`src/rtl/mainfsm_wait.sv`:
```
// Multicycle ARM main control FSM with a memory ready/request handshake,
// a bounded wait counter that traps to UNKNOWN on timeout, and a sticky fault.
module mainfsm_wait #(
   parameter int unsigned TIMEOUT = 15,
   parameter int unsigned CNT_W   = 4
) (
   input  logic       clk,
   input  logic       reset,
   input  logic [1:0] Op,
   input  logic [5:0] Funct,
   input  logic       mem_ready,
   output logic       IRWrite,
   output logic       AdrSrc,
   output logic [1:0] ALUSrcA,
   output logic [1:0] ALUSrcB,
   output logic [1:0] ResultSrc,
   output logic       NextPC,
   output logic       RegW,
   output logic       MemW,
   output logic       Branch,
   output logic       ALUOp,
   output logic       mem_req,
   output logic       fault,
   output logic [3:0] state_o
);

   typedef enum logic [3:0] {
      StFetch    = 4'd0,
      StDecode   = 4'd1,
      StMemAdr   = 4'd2,
      StMemRd    = 4'd3,
      StMemWb    = 4'd4,
      StMemWr    = 4'd5,
      StExecuteR = 4'd6,
      StExecuteI = 4'd7,
      StAluWb    = 4'd8,
      StBranch   = 4'd9,
      StUnknown  = 4'd10
   } state_e;

   localparam bit               TimeoutEn  = (TIMEOUT != 0);
   localparam logic [CNT_W-1:0] TimeoutCnt = CNT_W'(TIMEOUT);
   localparam logic [CNT_W-1:0] CntMax     = '1;

   state_e           state_q, state_d;
   logic [CNT_W-1:0] cnt_q, cnt_d;
   logic             mem_wait;

   always_ff @(posedge clk or posedge reset) begin
      if (reset) begin
         state_q <= StFetch;
         cnt_q   <= '0;
      end else begin
         state_q <= state_d;
         cnt_q   <= cnt_d;
      end
   end

   always_comb begin
      state_d  = state_q;
      mem_wait = 1'b0;
      unique case (state_q)
         StFetch: begin
            mem_wait = !mem_ready;
            if (mem_ready) state_d = StDecode;
         end
         StDecode: begin
            case (Op)
               2'b00:   state_d = Funct[5] ? StExecuteI : StExecuteR;
               2'b01:   state_d = StMemAdr;
               2'b10:   state_d = StBranch;
               default: state_d = StUnknown;
            endcase
         end
         StExecuteR, StExecuteI: state_d = StAluWb;
         StAluWb:                state_d = StFetch;
         StMemAdr:               state_d = Funct[0] ? StMemRd : StMemWr;
         StMemRd: begin
            mem_wait = !mem_ready;
            if (mem_ready) state_d = StMemWb;
         end
         StMemWr: begin
            mem_wait = !mem_ready;
            if (mem_ready) state_d = StFetch;
         end
         StMemWb, StBranch:      state_d = StFetch;
         StUnknown:              state_d = StUnknown;
         default:                state_d = StUnknown;
      endcase

      // A completing access (mem_ready=1) never trips the timeout.
      if (mem_wait && TimeoutEn && (cnt_q == TimeoutCnt)) state_d = StUnknown;

      if (state_d != state_q) begin
         cnt_d = '0;
      end else if (mem_wait && (cnt_q != CntMax)) begin
         cnt_d = cnt_q + CNT_W'(1);
      end else begin
         cnt_d = cnt_q;
      end
   end

   always_comb begin
      IRWrite   = 1'b0;
      AdrSrc    = 1'b0;
      ALUSrcA   = 2'b00;
      ALUSrcB   = 2'b00;
      ResultSrc = 2'b00;
      NextPC    = 1'b0;
      RegW      = 1'b0;
      MemW      = 1'b0;
      Branch    = 1'b0;
      ALUOp     = 1'b0;
      mem_req   = 1'b0;
      fault     = 1'b0;
      unique case (state_q)
         StFetch: begin
            mem_req   = 1'b1;
            ALUSrcA   = 2'b01;
            ALUSrcB   = 2'b10;
            ResultSrc = 2'b10;
            IRWrite   = mem_ready;
            NextPC    = mem_ready;
         end
         StDecode: begin
            ALUSrcA   = 2'b01;
            ALUSrcB   = 2'b10;
            ResultSrc = 2'b10;
         end
         StExecuteR: ALUOp = 1'b1;
         StExecuteI: begin
            ALUSrcB = 2'b01;
            ALUOp   = 1'b1;
         end
         StAluWb:  RegW = 1'b1;
         StMemAdr: ALUSrcB = 2'b01;
         StMemRd: begin
            mem_req = 1'b1;
            AdrSrc  = 1'b1;
         end
         StMemWr: begin
            mem_req = 1'b1;
            AdrSrc  = 1'b1;
            MemW    = 1'b1;
         end
         StMemWb: begin
            ResultSrc = 2'b01;
            RegW      = 1'b1;
         end
         StBranch: begin
            Branch    = 1'b1;
            ALUSrcA   = 2'b10;
            ALUSrcB   = 2'b01;
            ResultSrc = 2'b10;
         end
         StUnknown: fault = 1'b1;
         default: ;
      endcase
   end

   assign state_o = state_q;

endmodule

```
`config.mk`:
```
export PLATFORM = sky130hd
export DESIGN_NAME = mainfsm_wait
export DESIGN_NICKNAME = d
export VERILOG_FILES = /design/src/rtl/mainfsm_wait.sv
export SDC_FILE = /design/constraint.sdc
export NUM_CORES = 1
export LEC_CHECK = 0
export ABC_AREA = 1
export CAP_MARGIN = 20
export CORE_ASPECT_RATIO = 0.9
export CORE_MARGIN = 10
export CORE_UTILIZATION = 38
export CTS_CLUSTER_DIAMETER = 30
export DETAILED_ROUTE_END_ITERATION = 7
export HOLD_SLACK_MARGIN = 0.06
export PLACE_DENSITY_LB_ADDON = 0.1
export SLEW_MARGIN = 10
export SYNTH_ARGS = -nofsm -noshare
export SYNTH_HDL_FRONTEND = slang
export SYNTH_SLANG_ARGS = --single-unit
export TNS_END_PERCENT = 20
```
`constraint.sdc`:
```
create_clock -name clk -period 1.4 [get_ports clk]
set_input_delay 0.28 -clock clk [delete_from_list [all_inputs] [get_ports clk]]
set_output_delay 0.28 -clock clk [all_outputs]
set_load 0.03 [all_outputs]
```
; After elaboration in Yosys (flattened, before gate mapping)
; Cells that the tools add are included.
[op_classes]
add_sub_neg = 1
reduce_logical = 14
muxes = 22
n_eq_ne = 15
[op_table]
columns = op, count
row1 = $pmux 4 s7, 1
row2 = $mux 4, 6
row3 = $eq 4x3->1 const B, 4
row4 = $eq 4x4->1 const B, 4
row5 = $pmux 2 s2, 3
row6 = $pmux 4 s3, 1
row7 = $reduce_or 3->1, 4
row8 = $mux 1, 10
row9 = $eq 4x2->1 const B, 2
row10 = $reduce_or 2->1, 4
row11 = $add 4x1->4 const B, 1
row12 = $eq 4x1->1 const B, 1
row13 = $logic_not 4->1, 1
row14 = $ne 4x4->1, 1
row15 = $ne 4x4->1 const B, 1
row16 = $mux 3, 1
row17 = $eq 2x1->1 const B, 1
row18 = $eq 2x2->1 const B, 1
row19 = $logic_and 1x1->1, 2
row20 = $logic_not 2->1, 1
row21 = $reduce_bool 2->1, 1
row22 = $logic_not 1->1, 1
[totals]
out_inout_bits = 19
inputBits = 11
word_cells = 54
register_bits = 8

; Depth between registers and ports, before layout
; Gate-level depths: netlist of the first run.
[depth]
word_depth = 7
ltp_mapped = 12
depth_no_buf = 12

; Least setup slack after synthesis of the first run
; No wires, ideal clock.
[synth_path]
path_kind = reg-to-output
startpoint = register state_q[0], in the netlist state_o[0]
endpoint = output port ALUSrcB[0]
arrival_ps = 1794
stages_incl_launch_ff = 7
path_slack_ps = -674
t_required_ps = 1120
path_buffers = 0
path_cell_list = dfrtp_1 > inv_2 > nor2_4 > inv_1 > nor2_1 > inv_1 > o211ai_1
[synth_between]
elab_chain_len = 3
elab_cells_between_ends = 8
classes_between = eq/ne (4) / mux (1) / reduce/logical (3)
[synth_rtl]
columns = item, line
row1 = "start, declared", 45  ; state_e state_q, state_d;
row2 = "start signal, assigned", 51  ; state_q <= StFetch;
row3 = "start signal, assigned", 54  ; state_q <= state_d;
row4 = "$eq 4x4->1, or another cell as far along", 116  ; unique case (state_q)
row5 = $reduce_or 3->1 (no source line) / $reduce_or 2->1 (equally long branches), --
row6 = $pmux 2 s2 (*), 116
row7 = "end, declared", 15  ; output logic [1:0] ALUSrcB,
; Mark *: on every way between the ends. The rest lies on a longest branch, timed or not.

; Worst setup path in the final report of the first run
[layout_path]
startpoint = register state_q[3], in the netlist state_o[3]
endpoint = output port ALUSrcB[0]
; Same word-level chain as after synthesis.

==> results of run 1 <==
-- where the power goes --
| group | switching (mW) | total [mW] | internal [mW] |
|---|---|---|---|
| Clock | 0.0695 | 0.167 | 0.0975 |
| Combinational | 1.80 | 3.33 | 1.53 |
| Sequential | 0.117 | 0.428 | 0.312 |
-- cell families after synthesis --
logic type,after synthesis
adders and majority gates,1
and+or+nand+nor,74
AOI/OAI and AO/OA,5
DFF,8
buffers and inverters,27
xor gates and xnor gates,3
-- routing by layer --
metal	vias to the layer above	global-route usage	part of all wire
met2	30	0.205	0.52
met4	0	0.0282	0.0063
li1	488	-	-
met5	-	0	0
met1	442	0.144	0.42
met3	2	0.0287	0.053
-- sequential cells by signal, indices dropped and copies added, names as in the netlist --
register and flops:
cnt_q 4, state_o 4
-- synthesized netlist by cell type (2+ instances only) --
cell                      instances  area share
sky130_fd_sc_hd__nor2_1          18       0.088
sky130_fd_sc_hd__nand2_1         23        0.11
sky130_fd_sc_hd__nand3_4          2       0.046
sky130_fd_sc_hd__inv_1           20       0.098
sky130_fd_sc_hd__inv_2            3       0.015
sky130_fd_sc_hd__nand3_1         16        0.10
sky130_fd_sc_hd__dfrtp_1          8        0.26
sky130_fd_sc_hd__nand2_2          8       0.065
sky130_fd_sc_hd__buf_4            2       0.020
sky130_fd_sc_hd__nor2_2           4       0.033
sky130_fd_sc_hd__a21oi_1          2       0.013
sky130_fd_sc_hd__xnor2_1          2       0.023
-- metrics by stage --
stage               cell area (um2)  cells
floorplan                       790    118
global placement               1240    194
detailed placement             1240    194
CTS                            1390    204
global route                   1480    206
finish                         1480    206
-- area by class of cell --
cell class,instances,area share
clock buffer,3,0.0152
inverter,24,0.0608
multi-input combinational,83,0.378
sequential,8,0.138
tap,25,0.0211
timing repair buffer,63,0.386
-- final timing paths --
| kind | depth (start not counted) | slack [ps] | to | start |
|---|---|---|---|---|
| hold reg to reg | 2 | 550 | cnt_q[3]$_DFFE_PP0P_ | cnt_q[3]$_DFFE_PP0P_ |
| setup / recovery | 5 | -400 | ALUSrcB[0] | state_o[3]$_DFF_PP0_ |
| hold / removal | 2 | 270 | state_o[3]$_DFF_PP0_ | reset |
| min in group clk | 2 | 550 | cnt_q[3]$_DFFE_PP0P_ | cnt_q[3]$_DFFE_PP0P_ |
| setup reg to reg | 11 | -290 | cnt_q[3]$_DFFE_PP0P_ | state_o[3]$_DFF_PP0_ |
| max in group asynchronous | 2 | 880 | state_o[0]$_DFF_PP0_ | reset |
-- worst max-delay path, cell delays in order, from the launching register on --
cell and delay [ps]:
sky130_fd_sc_hd__dfrtp_2 440, sky130_fd_sc_hd__buf_12 140, sky130_fd_sc_hd__nor2_4 190, sky130_fd_sc_hd__inv_2 80, sky130_fd_sc_hd__o211ai_1 220, sky130_fd_sc_hd__buf_4 210
-- timing repair --
| item | 4_1_cts | 5_1_grt |
|---|---|---|
| endpoints found under the setup margin | 20 | 24 |
| pin swaps | 8 | 13 |
| setup buffers | 7 | 2 |
| hold endpoints to repair | 0 | 0 |
| resized for setup | 27 | 20 |
==> results.txt, run 1 <==
- # DRC: 0
- TritonCTS Buffers: 3
- The number of antenna diodes in the final layout is 0.
* Outcome: finished with violations
- Routability cong.: between 0.8 and 0.9
* Final core utilization: 0.775
* Post-place setup slack: -346 ps
- Total leakage power: 0.799 nW
- Data on the critical path is required at its endpoint by between 1000 and 1500 ps.
- First-iteration detailed-routing DRC count: 33
- Adding up every negative setup slack in the final design gives -5080 ps.
- Number of distinct library cells after synthesis: 22
* Area growth from synthesis to layout: 93.9%
- Die Span Y: between 60 and 70 um
- Routed wire per std cell: roughly 13 um
* Effective utilization at floorplan: 0.399
- Critical path peak fanout: 4
- The number of hold violations in the final report is 0.
- Violations in the final reports: negative setup slack
* Clock insertion delay at the later pin of the skew report: ~240 ps
- Average cell area after synthesis: 6.48 um2
* Via Count: 962
* Setup repair after global routing missed its margin: true
- Of the total synthesized cell area, the portion taken by full adders, half adders and majority gates is 0.0164.
- Of the synthesized area, sequential elements account for 0.262.
- Fill cell count: roughly 140
- Path type of the worst min-delay path: in2async
- Total Die Area: about 4200 um2
* Count of input and output buffers: 25
- Wires add up to between 2000 and 3000 um.
* Most frequently used flop master after synthesis: sky130_fd_sc_hd__dfrtp_1
- Core Region: 1910 um2
- Across all hold checks on the routed design, the worst slack comes to 274 ps.
- Pwr dens: roughly 2600 nW/um2
- Via count of the first global-routing pass: ~1,000
- Residual overflow from global routing: 0
- Setup ws final: -399 ps
- Maximum count of clock buffers along a single path: 2
- The number of nets in the synthesized netlist is between 100 and 150.
- Post-Route Skew: between 2 and 2.5 ps
- Area of the mapped netlist: 764 um2
* Share of synthesized cell area in and, or, nand and nor gates: 0.493
- Detailed placement finished with a half-perimeter wire length of 1840 um.
- In this run the core area contains 15 standard-cell rows.
- The number of antenna violations at the first check in global routing is 0.
- Compound-Gate Fraction of Synth Area: 0.0426
- Critical Path Start Type: register
- Cell count after synthesis: 118
- Buffer cell driving the clock tree root: sky130_fd_sc_hd__clkbuf_4
- The design draws between 3 and 4 mW.
* Maximum VDD drop: between 0.001 and 0.0015 V
- After synthesis, the largest family of logic cells by area is simple AND/OR/NAND/NOR gates.
- Summing all multi-input logic gate instances after layout gives roughly 560 um2.
* CTS tree: done
- The tool flagged a number of max-cap violations equal to 0.
* # H-tree levels: 1
* Pin count of the biggest net entering global routing: 9
- Share of async-settable or async-resettable flops after synthesis: 1.00
* Global-route usage over all layers: 0.120
- The critical path is of the reg2out type.
- STA classifies the critical path endpoint as an output pin.
- Most common cell after layout, fill and taps aside: sky130_fd_sc_hd__buf_4
- Clock-pin slew was measured on the worst setup and hold paths at about 50 ps.
- Of the total synthesized cell area, the portion taken by XOR and XNOR cells is 0.0344.
- For this run, the number of Yosys warnings is 0.
- The number of slew-limit violations in the final report is 0.
- Max-slew headroom: 0.671
- Final Critical Period: around 1800 ps
* Post-route ant nets: 0
* Top-level I/O count: 30
* Post-layout net count: between 150 and 200
- Hold-fix buffers at CTS: 0
- Sink count of the clock tree: 8
* Wire length of the first global-routing pass: 4200 um
* Slew at the pin with the worst max-slew slack: 493 ps
- Worst path arrival time: between 1500 and 2000 ps
* Setup-violating endpoint count in the final report: 23
* Yosys reg bits: 8
* Fraction of layout cells with a size suffix above 1: 0.613
* Via density per instance: roughly 4.7
- Highest-count cells in the layout ignoring fill and taps: sky130_fd_sc_hd__buf_4, sky130_fd_sc_hd__nand2_1, sky130_fd_sc_hd__buf_6
* Count of flip-flops with a built-in enable after synthesis: 0
- Timing would allow up to 556 MHz.
* Die Span X: around 67 um
- Storage element area: 205 um2
- Measured against the total synthesized area, the mux share comes to 0.
* Fin crit share: 1.28
- Before antenna repair, the detailed router went through 4 iterations.
No activity file was read; power rests on OpenSTA's default activity.
==> run 2: changes to the inputs <==
- GPL_TIMING_DRIVEN: default -> 0
==> run 2 against run 1 <==
  * The run still ends with negative setup slack left
  * Sequential power rose by 1%
  * Power fell by 11%
  * Global-route usage fell by 1.9 points
  * Register-to-register slack improved by 60 ps
  * Wire length fell by 14%
==> results.txt, run 2 (same netlist as run 1, synthesis figures left out) <==
- Post-place setup slack: -747 ps (-401 ps)
* Setup CP Type: reg2out
* # H-tree levels: 1 (unchanged)
- The number of buffers created by CTS came to 3 (unchanged).
* Maximum VDD drop: 0.00158 V (+6.8%)
- Achievable clock frequency: 569 MHz (+2.3%)
* Max-slew headroom: 0.795 (+0.124)
- The total wire length after detailed routing is 2330 um (-14%).
- The initial cell density of the core came to 0.399 (unchanged).
- The number of port buffers was 25 (unchanged).
- Final number of hold-violating endpoints: 0 (unchanged)
- Fin crit share: 1.26 (-0.0289)
- Core Region: 1910 um2 (unchanged)
* Post-route ant nets: 0 (unchanged)
- Antenna Diode Count: 0 (unchanged)
- The die span in x was 67.3 um (unchanged).
- Via count of the first global-routing pass: 834 (-14%)
- Max Transition Viols Final: 0 (unchanged)
- The number of antenna violations at the first check in global routing came to 0 (unchanged).
- Fill cell count: 177 (+24%)
* CP required: 1120 ps (about the same)
* Die Span Y: 62.6 um (unchanged)
- The largest net degree at the start of global routing came to 9 (unchanged).
- The net total in the final layout is 175 (-10%).
* Area growth from synthesis to layout: 66.9%
- The slack of the critical path came to -358 ps (+40.5 ps).
- The first-pass GRT wire length came to 3530 um (-16%).
- Hold Worst Slack: 271 ps (-3.60 ps)
- Total leakage power: 0.686 nW (-14%)
- The worst clock skew is 6.17 ps (+4.12 ps).
- The DRC violation count after routing was 0 (unchanged).
- Number of rows created at floorplan: 15 (unchanged)
* Iteration count of the initial detailed-routing pass: 4 (unchanged)
- Via density per instance: 4.72 (+1.1%)
* Final Critical Period: 1760 ps (-40.5 ps)
* Residual overflow from global routing: 0 (unchanged)
- STA classifies the critical path startpoint as a register.
- Number of maximum-capacitance constraint violations: 0 (unchanged)
* Via Count: 883 (-8.2%)
* Pwr dens: 2740 nW/um2 (+3.4%)
* Clock-pin slew on the worst setup and hold paths: 60 ps (about the same)
- Hold-fix buffers at CTS: 0 (unchanged)
- The flow ran to the end, but the final reports show violations.
- The HPWL after detailed placement came to 1620 um (-12%).
- First-iteration detailed-routing DRC count: 25 (-24%)
* Setup repair after global routing missed its margin: true
- The count of non-filler cells in the finished layout was 187 (-9.2%).
* Buffer cell driving the clock tree root: sky130_fd_sc_hd__clkbuf_4
* Violations in the final reports: negative setup slack
* Total Die Area: 4210 um2 (unchanged)
- Leaving out fill and tap cells, the most frequent cells in the layout are sky130_fd_sc_hd__nand2_1, sky130_fd_sc_hd__buf_4, sky130_fd_sc_hd__nand3_1, sky130_fd_sc_hd__buf_6.
- Inst Count DP: 168 (-13%)
- Top-level I/O count: 30 (unchanged)
- Maximum count of clock buffers along a single path: 2 (unchanged)
* CTS tree: done
* Critical path peak fanout: 5 (+1)
- Clock insertion delay at the later pin of the skew report: 260 ps (+20 ps)
- The worst path arrival time was 1480 ps (-40 ps).
- Setup-violating endpoint count in the final report: 19 (-17%)
* Routed wire per std cell: 12.5 um (-5.4%)
* Routability cong.: 0.866 (+3.4%)
- The total routing usage reported by global routing is 0.101 (-0.0189).
- The transition time at the pin with the least slew margin was 306 ps (-187 ps).
* Fraction of layout cells with a size suffix above 1: 0.525 (-0.0886)
* Sink count of the clock tree: 8 (unchanged)
- Path type of the worst min-delay path: in2async
- STA classifies the critical path endpoint as an output pin.
run 2: final timing paths:
check	from	end	slack, ps	cells after the start
setup / recovery	state_o[3]$_DFF_PP0_	ALUSrcB[0]	-360	8
hold / removal	reset	state_o[3]$_DFF_PP0_	270	2
setup reg to reg	state_o[3]$_DFF_PP0_	cnt_q[3]$_DFFE_PP0P_	-230	13
hold reg to reg	cnt_q[1]$_DFFE_PP0P_	cnt_q[1]$_DFFE_PP0P_	530	1
max in group asynchronous	reset	state_o[0]$_DFF_PP0_	870	2
min in group clk	cnt_q[1]$_DFFE_PP0P_	cnt_q[1]$_DFFE_PP0P_	530	1
run 2: metal layers:
layer / track usage / vias to the layer above / share of wire
met1: 0.123 / 403 / 0.40
li1: - / 445 / -
met4: 0.0359 / 0 / 0.017
met3: 0.0358 / 4 / 0.084
met5: 0 / - / 0
met2: 0.158 / 31 / 0.50
run 2: area by class of cell:
class	count	area [um2]	area share
clock buffers	4	26.3	0.0206
repair buffers	40	379	0.297
flip-flops and latches	8	205	0.161
multi-input cells	83	515	0.404
plain buffers	3	26.3	0.0206
inverters	24	92.6	0.0725
well taps	25	31.3	0.0245
run 2: what timing repair did:
| item | in CTS | in global routing |
|---|---|---|
| pin swaps | 6 | 9 |
| endpoints found under the setup margin | 22 | 25 |
| hold endpoints to repair | 0 | 0 |
| setup buffers | 5 | 10 |
| cloned | 0 | 0 |
| resized for setup | 110 | 30 |
run 2: stage by stage:
step	total power [mW]	instance area (um2)	utilization	TNS (ps)
detailed placement	2.70	1070	0.559	-9250
CTS	3.09	1140	0.598	-4090
global placement	2.69	1070	0.559	-9010
finish	3.49	1280	0.667	-4130
floorplan	1.98	790	-	-1880
global route	3.75	1280	0.667	-5400
run 2: worst max-delay path, cell delays in order, from the launching register on:
cell,delay [ps]
sky130_fd_sc_hd__dfrtp_2,450
sky130_fd_sc_hd__buf_6,130
sky130_fd_sc_hd__inv_4,40
sky130_fd_sc_hd__nor2_4,90
sky130_fd_sc_hd__inv_2,60
sky130_fd_sc_hd__nor2_4,110
sky130_fd_sc_hd__inv_2,40
sky130_fd_sc_hd__o211ai_1,100
sky130_fd_sc_hd__buf_4,200
run 2: report_power, final:
group          internal [mW]  switching (mW)
Sequential             0.311           0.123
Clock                  0.109          0.0847
Combinational           1.21            1.65
==> run 3: changes to the inputs <==
- CORE_UTILIZATION: 38 -> 28
- HOLD_SLACK_MARGIN: 0.06 -> 0.08
==> run 3 against run 2 <==
  * The run still ends with negative setup slack left
  * Clock skew rose by 2.5 ps
  * Flip-flop and latch count is the same
  * Wire length is 4.8% lower
==> results.txt, run 3 (same netlist as run 1, synthesis figures left out) <==
- Among the stages of the critical path, the cell type that occurs most often is sky130_fd_sc_hd__nor2_4.
- The per-cell routed wire length came to 12.2 um (-2.1%).
* Critical Path Start Type: register
- Number of buffers and inverters on the critical path: 4 (-1)
- Clock insertion delay at the later pin of the skew report: 260 ps (about the same)
- The CTS clock-pin slew for the worst setup and hold paths is 60 ps (about the same).
- Critical path's slowest cell: sky130_fd_sc_hd__dfrtp_2
- The total routing usage reported by global routing is 0.0879 (-0.0134).
- Die Span X: 75.1 um (+12%)
* Post-Route WL: 2220 um (-4.8%)
* Total leakage power: 0.632 nW (-7.8%)
* Residual overflow from global routing: 0 (unchanged)
* Design internal power: 1.42 mW (-13%)
* Total Die Area: 5220 um2 (+24%)
- Non-filler cells in the finished layout: 182 (-2.7%)
* Path type of the worst min-delay path: in2async
* Length in cells of the worst reg-to-reg path: 11 (-2)
- Top-level I/O count: 30 (unchanged)
- Setup repair after global routing could not meet its margin everywhere.
- The number of slew-limit violations in the final report came to 0 (unchanged).
* Antenna violations before repair: 0 (unchanged)
- The net total in the final layout was 167 (-4.6%).
* Clock power share: 0.060 (+0.004)
* Pin count of the biggest net entering global routing: 9 (unchanged)
- The worst path arrival time came to 1430 ps (-50 ps).
- The post-layout instance area is 1180 um2 (-7.4%).
- The cell count after placement was 171 (+1.8%).
* CP endpoint kind: output pin
* Final Critical Period: 1710 ps (-44.3 ps)
- Fraction of layout cells with a size suffix above 1: 0.474 (-0.0507)
* Instance area after placement: 1070 um2 (+0.35%)
* Pwr dens: 2690 nW/um2 (-1.9%)
- The number of max-capacitance violations reported came to 0 (unchanged).
- CP required: 1120 ps (about the same)
- The number of H-tree levels was 1 (unchanged).
- Hold-fix buffers at CTS: 0 (unchanged)
- The biggest fanout along the worst timing path came to 6 (+1).
- The number of failing setup endpoints in the final timing report is 19 (unchanged).
- The number of buffers created by CTS is 3 (unchanged).
- Maximum VDD drop: 0.00109 V (-31%)
- Leaving out fill and tap cells, the most frequent cell in the layout is sky130_fd_sc_hd__nand2_1.
* Sink count of the clock tree: 8 (unchanged)
- The maximum buffer depth of the clock tree was 2 (unchanged).
- Sw Pwr: 1.76 mW (-5.5%)
- Top Family by Delay on Critical Path: flip-flops
* First-iteration detailed-routing DRC count: 38 (+52%)
- Walking the worst path, the cells encountered are nor2_4, buf_6, inv_4, nor2_4, inv_2, o211ai_1, buf_4.
- Routability cong.: 0.777 (-10%)
- Setup CP Type: reg2out
- The share of power burned in registers came to 0.139 (+0.015).
* Critical path's largest stage delay: 470 ps (+20 ps)
- The initial cell density of the core came to 0.302 (-0.0973).
- The number of fill cells was 277 (+56%).
* Area growth from synthesis to layout: 54.7%
* Via density per instance: 4.59 (-2.7%)
- The number of global-route vias before repair came to 805 (-3.5%).
- The flow ran to the end, but the final reports show violations.
- The total power was 3.18 mW (-9.1%).
- Iteration count of the initial detailed-routing pass: 5 (+1)
- The DRC violation count after routing is 0 (unchanged).
* Antenna Diode Count: 0 (unchanged)
* Final core utilization: 0.467 (-0.200)
* Die Span Y: 69.6 um (+11%)
- The number of hold violations in the final report was 0 (unchanged).
- The peak clock frequency supported by timing came to 584 MHz (+2.6%).
* Count of input and output buffers: 25 (unchanged)
- The checks that failed: negative setup slack.
* Fin crit share: 1.22 (-0.0317)
- The library cells used most frequently in the layout, excluding fill and tap cells, are sky130_fd_sc_hd__nand2_1, sky130_fd_sc_hd__nand3_1, sky130_fd_sc_hd__buf_4, sky130_fd_sc_hd__nor2_1.
- Post-Route Skew: 8.70 ps (+2.54 ps)
- The critical path depth in cells came to 7 (-1).
- Clock tree synthesis selected as its root buffer the cell sky130_fd_sc_hd__clkbuf_4.
- The number of nets still failing antenna checks after routing was 0 (unchanged).
* Startpoint of the lowest-slack register-to-register path: state_o[1]$_DFF_PP0_
- Setup ws final: -314 ps (+44.3 ps)
- Worst setup path startpoint: state_o[1]$_DFF_PP0_
* Hold Worst Slack: 260 ps (-11.1 ps)
- The via count of the routed design was 836 (-5.3%).
- Combinational power share: 0.800 (-0.020)
- CTS tree: done
* Sw Ratio: 0.554 (+0.0209)
- Final HPWL DP: 1790 um (+10%)
- The number of cell rows came to 17 (+2).
- Wire length of the first global-routing pass: 3710 um (+5.3%)
- The transition time at the pin with the least slew margin is 310 ps (+3.85 ps).
- The headroom to the max-slew limit came to 0.794 (-0.00152).
- Core Region: 2530 um2 (+32%)
[run 3: cell types whose count changed in the layout (fill, tap and decap cells not counted), sizes merged]
cell / delta
buf: -9
clkbuf: -1
clkdlybuf4s15: +1
clkinv: +1
dlygate4sd2: +1
inv: -1
[run 3: cell type report]
type                       instances  area, um2  area share
inverter                          24       93.8      0.0794
multi-input combinational         83        500       0.423
buffer                             3       26.3      0.0222
sequential                         8        205       0.174
timing repair buffer              32        295       0.250
tap                               28       35.0      0.0296
clock buffer                       4       26.3      0.0222
[run 3: layer usage]
layer / wire length (um) / share of wire / track usage / vias up
met3: 149 / 0.067 / 0.0414 / 2
met2: 978 / 0.44 / 0.130 / 20
met5: 0 / 0 / 0 / -
met4: 10 / 0.0045 / 0.0146 / 0
met1: 1080 / 0.49 / 0.113 / 378
li1: - / - / - / 436
[run 3: repair_timing]
item                                   in CTS  in global routing
gates resized for setup                   114                 15
buffers inserted                            2                  4
setup endpoints to repair                  22                 25
gates cloned                                1                  0
endpoints found under the hold margin       0                  0
pin swaps                                   4                  3
[run 3: per-stage QoR]
stage / setup WS (ps) / TNS, ps
after floorplan: -264 / -1880
after global placement: -754 / -9290
after detailed placement: -760 / -9380
after CTS: -314 / -4090
after global routing: -398 / -5760
final: -314 / -3770
[run 3: final timing paths]
path / to / slack [ps]
min in group clk: cnt_q[1]$_DFFE_PP0P_ / 530
worst min-delay path: cnt_q[2]$_DFFE_PP0P_ / 260
worst max-delay path: ALUSrcB[0] / -310
worst max register to register: cnt_q[0]$_DFFE_PP0P_ / -210
max in group asynchronous: state_o[0]$_DFF_PP0_ / 880
worst min register to register: cnt_q[1]$_DFFE_PP0P_ / 530
[run 3: power by group through the flow]
stage / combinational [mW] / sequential (mW) / clock (mW)
5_1_grt: 2.76 / 0.460 / 0.218
4_1_cts: 2.42 / 0.441 / 0.200
3_3_place_gp: 2.30 / 0.428 / 0
2_1_floorplan: 1.48 / 0.505 / 0
6_report: 2.54 / 0.442 / 0.192
3_5_place_dp: 2.31 / 0.429 / 0
